## src/rtl/fetch_sequencer.sv

```systemverilog
// ---------------------------------------------------------------------------
// fetch_sequencer
//
// Program counter sequencer for the q1 RISC-V core. Each cycle it computes the
// value for the PC register's next-PC input (hold, +4 or redirect target). It
// issues instruction fetches over a req/gnt/rvalid handshake and hands the
// fetched words to decode over valid/ready. At most one fetch is outstanding.
//
// Optional feature: define FETCH_MISALIGN_TRAP_EN to trap misaligned
// redirect targets to TRAP_VEC. This also adds the fetch_fault output.
//
// Ports:
//   clk, reset        clock, asynchronous active-high reset
//   pc_in             current PC from the PC register
//   next_pc_out       next-PC value for the PC register
//   imem_*            instruction memory request/grant/response
//   inst_valid/ready  delivery handshake to decode (inst_out, inst_pc)
//   redirect_*        branch/jump redirect from execute (one-cycle pulse)
//   halt              stop fetching (level); the HALT state exits only by reset
//   busy              high in REQ, WAIT and DLV
//   fetch_count       number of delivered, non-killed instructions
//   fetch_fault       (optional) one-cycle pulse after a misaligned redirect
// ---------------------------------------------------------------------------
module fetch_sequencer #(
   parameter logic [31:0] RESET_PC = 32'h0000_0000,
   parameter logic [31:0] TRAP_VEC = 32'h0000_0100,
   parameter int unsigned CNT_W    = 32
) (
   input  logic             clk,
   input  logic             reset,
   input  logic [31:0]      pc_in,
   output logic [31:0]      next_pc_out,
   output logic             imem_req,
   output logic [31:0]      imem_addr,
   input  logic             imem_gnt,
   input  logic             imem_rvalid,
   input  logic [31:0]      imem_rdata,
   output logic             inst_valid,
   output logic [31:0]      inst_out,
   output logic [31:0]      inst_pc,
   input  logic             inst_ready,
   input  logic             redirect_en,
   input  logic [31:0]      redirect_target,
   input  logic             halt,
   output logic             busy,
`ifdef FETCH_MISALIGN_TRAP_EN
   output logic             fetch_fault,
`endif
   output logic [CNT_W-1:0] fetch_count
);

   typedef enum logic [2:0] {StIdle, StReq, StWait, StDlv, StHalt} state_t;

   state_t           state_q, state_d;
   logic             drop_q, drop_d;
   logic [31:0]      inst_out_q, inst_pc_q;
   logic [CNT_W-1:0] fetch_count_q;
   logic             load_inst;
   logic             count_en;
   logic             dlv_hs;
   logic [31:0]      redir_pc;

   assign dlv_hs = (state_q == StDlv) && inst_ready;

`ifdef FETCH_MISALIGN_TRAP_EN
   logic misaligned;
   logic fetch_fault_q;

   assign misaligned = |redirect_target[1:0];
   assign redir_pc   = misaligned ? TRAP_VEC : {redirect_target[31:2], 2'b00};

   always_ff @(posedge clk or posedge reset) begin
      if (reset) begin
         fetch_fault_q <= 1'b0;
      end else begin
         fetch_fault_q <= redirect_en && misaligned;
      end
   end

   assign fetch_fault = fetch_fault_q;
`else
   logic unused_bits;

   // Low target bits are dropped on purpose; TRAP_VEC only matters with the trap.
   assign unused_bits = ^{redirect_target[1:0], TRAP_VEC};
   assign redir_pc    = {redirect_target[31:2], 2'b00};
`endif

   // Next-PC mux: redirect beats the delivery increment, otherwise hold.
   always_comb begin
      next_pc_out = pc_in;
      if (reset) begin
         next_pc_out = RESET_PC;
      end else if (redirect_en) begin
         next_pc_out = redir_pc;
      end else if (dlv_hs) begin
         next_pc_out = pc_in + 32'd4;
      end
   end

   always_comb begin
      state_d   = state_q;
      drop_d    = drop_q;
      load_inst = 1'b0;
      count_en  = 1'b0;
      imem_req  = 1'b0;
      unique case (state_q)
         StIdle: state_d = StReq;
         StReq: begin
            if (halt) begin
               state_d = StHalt;
            end else begin
               imem_req = 1'b1;
               if (imem_gnt) begin
                  state_d = StWait;
                  // Request went out with the old PC; its data must be discarded.
                  drop_d  = redirect_en;
               end
            end
         end
         StWait: begin
            if (imem_rvalid) begin
               drop_d = 1'b0;
               if (drop_q || redirect_en) begin
                  state_d = StReq;
               end else begin
                  load_inst = 1'b1;
                  state_d   = StDlv;
               end
            end else if (redirect_en) begin
               drop_d = 1'b1;
            end
         end
         StDlv: begin
            if (redirect_en) begin
               // Held instruction is on the wrong path: kill it, no count.
               state_d = StReq;
            end else if (inst_ready) begin
               count_en = 1'b1;
               state_d  = halt ? StHalt : StReq;
            end
         end
         StHalt: state_d = StHalt;
         default: state_d = StIdle;
      endcase
   end

   always_ff @(posedge clk or posedge reset) begin
      if (reset) begin
         state_q       <= StIdle;
         drop_q        <= 1'b0;
         inst_out_q    <= 32'h0;
         inst_pc_q     <= 32'h0;
         fetch_count_q <= '0;
      end else begin
         state_q <= state_d;
         drop_q  <= drop_d;
         if (load_inst) begin
            inst_out_q <= imem_rdata;
            inst_pc_q  <= pc_in;
         end
         if (count_en) begin
            fetch_count_q <= fetch_count_q + CNT_W'(1);
         end
      end
   end

   assign imem_addr   = imem_req ? pc_in : 32'h0;
   assign inst_valid  = (state_q == StDlv);
   assign inst_out    = inst_out_q;
   assign inst_pc     = inst_pc_q;
   assign busy        = (state_q == StReq) || (state_q == StWait) || (state_q == StDlv);
   assign fetch_count = fetch_count_q;

endmodule

```

## config.mk

```make
export PLATFORM = sky130hd
export DESIGN_NAME = fetch_sequencer
export DESIGN_NICKNAME = d
export VERILOG_FILES = /design/src/rtl/fetch_sequencer.sv
export SDC_FILE = /design/constraint.sdc
export NUM_CORES = 1
export LEC_CHECK = 0
export BUFFER_PORTS_ARGS = -buffer_cell sky130_fd_sc_hd__buf_2
export CORE_UTILIZATION = 50
export DETAILED_ROUTE_END_ITERATION = 8
export GPL_TIMING_DRIVEN = 0
export HOLD_SLACK_MARGIN = 0.05
export PLACE_DENSITY = 0.85
export SETUP_SLACK_MARGIN = 0.2
export SLEW_MARGIN = 20
export SYNTH_ARGS = -nofsm -noshare
export SYNTH_HDL_FRONTEND = slang
export SYNTH_SLANG_ARGS = --single-unit
```

## constraint.sdc

```tcl
create_clock -name clk -period 9.55 [get_ports clk]
set_input_delay 0.955 -clock clk [delete_from_list [all_inputs] [get_ports clk]]
set_output_delay 0.955 -clock clk [all_outputs]
set_load 0.1 [all_outputs]
```

# --- Word level (Yosys, flattened, before mapping) ---
# Index checks and enable logic that the tools add are counted.
classes:
  add_sub_neg: 2
  multipliers: 0
  div_mod_pow: 0
  order_cmp: 0
  eq_ne: 10
  shifts: 0
  mux: 25
  bitwise_logic: 0
  reduce_logical: 8
op_table:
  columns: ["cell", "count"]
  rows:
  - ["2-to-1 mux 32 bit", 4]
  - ["adder 32 x 1 -> 32 bit (second input constant)", 1]
  - ["adder 32 x 3 -> 32 bit (second input constant)", 1]
  - ["2-to-1 mux 3 bit", 6]
  - ["case mux 3 bit (5 select lines)", 1]
  - ["2-to-1 mux 1 bit", 12]
  - ["== test 3 x 2 -> 1 bit (second input constant)", 2]
  - ["!= test 2 bit (second input constant)", 3]
  - ["!= test 3 bit (second input constant)", 2]
  - ["AND reduction 4 bit", 1]
  - ["== test 3 x 1 -> 1 bit (second input constant)", 1]
  - ["== test 3 bit (second input constant)", 1]
  - ["logical NOT 3 bit", 1]
  - ["logical OR 1 bit", 3]
  - ["!= test 3 x 1 -> 1 bit (second input constant)", 1]
  - ["AND reduction 3 bit", 1]
  - ["2-to-1 mux 2 bit", 1]
  - ["case mux 1 bit (2 select lines)", 1]
  - ["nonzero test 2 bit", 1]
  - ["logical AND 1 bit", 1]
word_totals:
  ff_bits: 100
  latchBits: 0
  ramBits: 0
  mem_bits_ro: 0
  inputBits: 103
  output_inout_bits: 163
  elab_cells: 50
  memories: 0

# --- Logic depth before layout (Yosys ltp) ---
logic_depth:
  word_depth: 5
  ltp_mapped: 8
  mapped_depth_nobuf: 5

# --- Worst setup path before layout ---
# OpenSTA, ideal clock, no wires.
synth_path:
  kind: "input port to output port"
  start: "in pc_in[2]"
  end: "out next_pc_out[22]"
  arrival_ns: 5.459
  required_time_ns: 8.595
  path_slack_ns: 3.136
  path_stages: 5
  path_buffers: 0
  cell_sequence: "ha_1 -> nand2_1 -> or4_4 -> or3_1 -> a2111oi_1"
synth_between:
  elab_chain_cells: 4
synth_rtl:
  columns: ["element", "line", "rtl"]
  rows:
  - ["start, declared", "31", "input logic [31:0] pc_in,"]
  - ["adder 32 x 3 -> 32 bit", "97", "next_pc_out = pc_in + 32'd4;"]
  - ["2-to-1 mux 32 bit", "96", "end else if (dlv_hs) begin"]
  - ["2-to-1 mux 32 bit", "94", "end else if (redirect_en) begin"]
  - ["2-to-1 mux 32 bit", "92", "if (reset) begin"]
  - ["end, declared", "32", "output logic [31:0] next_pc_out,"]
# Every way passes these cells.

# --- Final worst setup path ---
layout_path:
  start: "in inst_ready"
  end: "out next_pc_out[25]"
layout_between:
  elab_chain_cells: 4
layout_rtl:
  columns: ["element", "line", "rtl"]
  rows:
  - ["start, declared", "41", "input logic inst_ready,"]
  - ["logical AND 1 bit", "63", "assign dlv_hs = (state_q == StDlv) && inst_ready;"]
  - ["2-to-1 mux 32 bit", "96", null]
  - ["2-to-1 mux 32 bit", "94", null]
  - ["2-to-1 mux 32 bit", "92", null]
# Every way passes these cells.

==> results <==
- The cell repeated most along the worst path is sky130_fd_sc_hd__buf_2.
- The achievable frequency is 224 MHz.
- Across the run, the number of max-cap violations was 0.
- The number of clock buffers added by TritonCTS is 9.
- The detailed-route vias per instance is 5.69.
- The most frequent standard cell in the layout excluding fill and tap cells is sky130_fd_sc_hd__buf_2.
- From left edge to right edge, the die measures 108 um.
- 266 I/O pins were placed.
- The half-perimeter wire length after placement is 13300 um.
- The number of enable-type register cells in the synthesized netlist is 0.
- The routed design has 17200 um of wire.
- In the final layout, the multi-input gates occupy 2900 um2.
- Grouping stages by cell kind, the critical path spends the most delay in simple AND/OR/NAND/NOR gates.
- The combined buffer and inverter count along the critical path is 3.
- The first global-routing pass estimated 26700 um of wire.
- The total number of yosys warnings is 0.
- The area share of and/or/nand/nor cells after synthesis is 0.243.
- The unique cell type count in the Yosys netlist is 57.
- The share of final-layout standard cells stronger than drive strength 1 is 0.430.
- At the pin with the least slew margin, the transition time is 0.800 ns.
- The worst path required time is 8.60 ns.
- For this design the ratio of total power to cell area is 300 nW/um2.
- The initial antenna violation count is 0.
- The hold buffer count at cts is 0.
- Of all nets on the critical path, the largest fanout is 10.
- The detailed router finished its first iteration with 334 violations.
- After clock tree synthesis, the setup repair step added 0 buffers.
- Entering global routing, the biggest net connects 59 pins.
- The number of nets in the layout is 935.
- The clock net in this run drives a total of 100 sinks.
- Walking the worst path, the cells encountered are buf_2 > nand4b_1 > nor4_1 > buf_2 > a211oi_1 > nor4_1 > buf_2.
- Registers take 2500 um2.
- The congestion estimate from routability-driven global placement came to 0.878.
- The worst setup margin is 5.09 ns.
- The via count of the first global-routing pass came to 5294.
- Compared with the post-synthesis result, the final layout area differs by 30.3%.
- Dividing the detail-routed wire length by the instance count gives 17.6 um.
- In this run the number of H-tree levels came out at 3.
- The number of nets with antenna violations after detailed routing is 0.
- For this configuration, the core starts out at a cell density of 0.517.
- The detailed router placed 5557 vias in this run.
- The startpoint type of the worst setup path is an input pin.
- The tightest min-delay check is of the reg2reg type.
- The async set or reset register ratio after synthesis is 1.00.
- Clock tree synthesis selected as its root buffer the cell sky130_fd_sc_hd__clkbuf_8.
- The worst setup path is captured at an output pin.
- Clock skew on the completed layout was measured at 0.0174 ns.
- The top flip-flop cell by instance count after synthesis is sky130_fd_sc_hd__dfrtp_1.
- Of the post-synthesis cell area, the part taken by muxes is 0.124.
- The peak per-stage delay on the critical path is 0.58 ns.
- Counting every instance in the synthesized netlist gives 558.
- The row count is 38.
- For the final routed database, the setup TNS stands at 0 ns.
- The count of filler cells inserted in the layout is 938.
- Buffers placed on the I/O ports in this run total 260.
- The biggest area contributor in the post-synthesis netlist is sky130_fd_sc_hd__dfrtp_1.
- The setup slack after placement is 5.10 ns.
- Across the VDD grid, the largest voltage drop is 291 uV.
- The flip-flop and latch count after synthesis is 100.
- Of the total synthesized cell area, the portion taken by XOR and XNOR cells is 0.0575.
- In this run the tightest slew margin relative to its limit is 0.462.
- Of the total synthesized cell area, the portion taken by full adders, half adders and majority gates is 0.00444.
- When the netlist entered floorplanning its net count stood at 663.
- The number of max-slew violations in the final report was 0.
- The proportion of netlist area held by the largest area contributor is 0.444.
- The cell area after synthesis is 5630 um2.
- Setup repair after global routing left no endpoint under its margin.
- In the layout the commonest cells are sky130_fd_sc_hd__buf_2 (262), sky130_fd_sc_hd__dfrtp_1 (100), sky130_fd_sc_hd__mux2_2 (61), sky130_fd_sc_hd__nor2_1 (37), sky130_fd_sc_hd__nand2_1 (35).
- The die covers 11700 um2.
- Dividing the synthesized area by the synthesized cell count gives 10.1 um2.
- The sequential fraction of the synthesis area is 0.444.
- The clock reaches the later pin of the worst-skew pair after 0.37 ns.
- In the finished design, the share of the clock period the worst path needs comes to 0.467.
- The share of the synthesized area in compound gates (AO/OA/AOI/OAI) is 0.0857.
- The static leakage is 0.00390 uW.
- After clock tree synthesis, the repair step resized 0 gates.
- For this run, design rule violations remaining after detail routing come to 0.
- The clock transition at the register clock pins on the worst setup and hold paths after CTS is 0.10 ns.
- The total count of hold-check failures in the final report was 0.
- The type of the worst setup path is in2out.
- The global router's overall resource usage is 0.297.
- The clock passes through at most 2 buffers.
- The CTS tree is done.
- The dominant combinational cell family by area after synthesis is simple AND/OR/NAND/NOR gates.
- Setup violations remaining at the end of the flow were counted as 0.
- The data arrival time of the critical path is 3.51 ns.
- In this run the vertical extent of the chip is 108 um.
- The standard cell with the maximum stage delay on the critical path is sky130_fd_sc_hd__nor4_1.
- The routed design could run at a clock period as short as 4.46 ns.
- The total overflow reported by the global router is 0.
- Before antenna repair, the detailed router went through 5 iterations.
- The flow ran to the end, and the final reports show no timing, DRC or antenna violations.
- By area the synthesized netlist is led by sky130_fd_sc_hd__dfrtp_1 (44%), sky130_fd_sc_hd__mux2_2 (12%), sky130_fd_sc_hd__xor2_1 (3.4%).
- The core region is 10900 um2.
[cell families (layout without fill, tap and decap cells)]
| logic type | Yosys count | in the layout |
|---|---|---|
| adders and majority gates | 2 | 2 |
| xor gates and xnor gates | 37 | 37 |
| and+or+nand+nor | 242 | 242 |
| DFF | 100 | 100 |
| buffers and inverters | 48 | 325 |
| AOI/OAI and AO/OA | 67 | 67 |
| muxes | 62 | 62 |
| other | 0 | 1 |
[metal layers]
layer,vias to the layer above,global-route usage,share of wire
met1,2611,0.358,0.39
met5,-,0,0
met3,43,0.0717,0.092
li1,2604,-,-
met2,299,0.502,0.49
met4,0,0.137,0.031
[area by class of cell]
type,count,share of cell area
timing repair buffer,261,0.181
clock inverter,7,0.00920
buffer,35,0.0252
multi-input combinational,410,0.395
tap,140,0.0239
clock buffer,9,0.0169
sequential,100,0.341
inverter,13,0.00733
antenna,1,0.000341
[state kept, by name (all words and copies together) (netlist names)]
name,cells
fetch_count,32
inst_out,32
drop_q,1
inst_pc,32
state_q,3
[power breakdown]
group	total (uW)	internal (uW)	switching (uW)
combinational	1370	217	1150
clock	263	101	162
sequential	573	523	50.5
total	2200	841	1360
[final timing paths]
path                                             start                          end  slack [ns]  cells after the start
hold / removal             fetch_count[31]$_DFFE_PP0P_  fetch_count[31]$_DFFE_PP0P_        0.48                      1
min in group asynchronous                        reset      inst_pc[30]$_DFFE_PP0P_        0.66                      2
max in group asynchronous                        reset       inst_pc[3]$_DFFE_PP0P_        8.25                      3
setup reg to reg                state_q[0]$_DFFE_PP0P_      inst_pc[24]$_DFFE_PP0P_        7.22                      6
setup / recovery                            inst_ready              next_pc_out[25]        5.09                      7
hold reg to reg            fetch_count[31]$_DFFE_PP0P_  fetch_count[31]$_DFFE_PP0P_        0.48                      1
[per-stage QoR]
step	power, uW	area, um2	util	hold slack, ns	std cells
finish	2200	7340	0.674	0.482	976
floorplan	1720	5630	-	0.492	558
detailed placement	1950	7150	0.657	0.473	959
global placement	1930	7110	0.653	0.453	958
CTS	2210	7340	0.674	0.495	975
global route	2280	7340	0.674	0.507	975
[Yosys cell counts (2+ instances only)]
| master | count |
|---|---|
| sky130_fd_sc_hd__a211oi_1 | 7 |
| sky130_fd_sc_hd__a21boi_0 | 2 |
| sky130_fd_sc_hd__a21oi_1 | 11 |
| sky130_fd_sc_hd__a22oi_1 | 3 |
| sky130_fd_sc_hd__a311oi_1 | 11 |
| sky130_fd_sc_hd__and2_1 | 28 |
| sky130_fd_sc_hd__and2_2 | 2 |
| sky130_fd_sc_hd__and3_1 | 10 |
| sky130_fd_sc_hd__and4_1 | 8 |
| sky130_fd_sc_hd__and4b_1 | 2 |
| sky130_fd_sc_hd__buf_2 | 2 |
| sky130_fd_sc_hd__clkbuf_1 | 26 |
| sky130_fd_sc_hd__clkbuf_8 | 4 |
| sky130_fd_sc_hd__dfrtp_1 | 100 |
| sky130_fd_sc_hd__ha_1 | 2 |
| sky130_fd_sc_hd__inv_1 | 12 |
| sky130_fd_sc_hd__mux2_2 | 61 |
| sky130_fd_sc_hd__nand2_1 | 35 |
| sky130_fd_sc_hd__nand2b_1 | 4 |
| sky130_fd_sc_hd__nand3_1 | 23 |
| sky130_fd_sc_hd__nand4_1 | 14 |
| sky130_fd_sc_hd__nand4b_1 | 4 |
| sky130_fd_sc_hd__nor2_1 | 37 |
| sky130_fd_sc_hd__nor2b_1 | 3 |
| sky130_fd_sc_hd__nor3_1 | 23 |
| sky130_fd_sc_hd__nor4_1 | 22 |
| sky130_fd_sc_hd__o2111a_1 | 2 |
| sky130_fd_sc_hd__o21ai_0 | 12 |
| sky130_fd_sc_hd__o221ai_1 | 2 |
| sky130_fd_sc_hd__o2bb2ai_1 | 2 |
| sky130_fd_sc_hd__o31ai_1 | 8 |
| sky130_fd_sc_hd__or2_2 | 2 |
| sky130_fd_sc_hd__or3_1 | 7 |
| sky130_fd_sc_hd__or3b_2 | 2 |
| sky130_fd_sc_hd__or4_1 | 7 |
| sky130_fd_sc_hd__or4_2 | 2 |
| sky130_fd_sc_hd__xnor2_1 | 15 |
| sky130_fd_sc_hd__xor2_1 | 22 |
(Power assumes the default switching activity.)
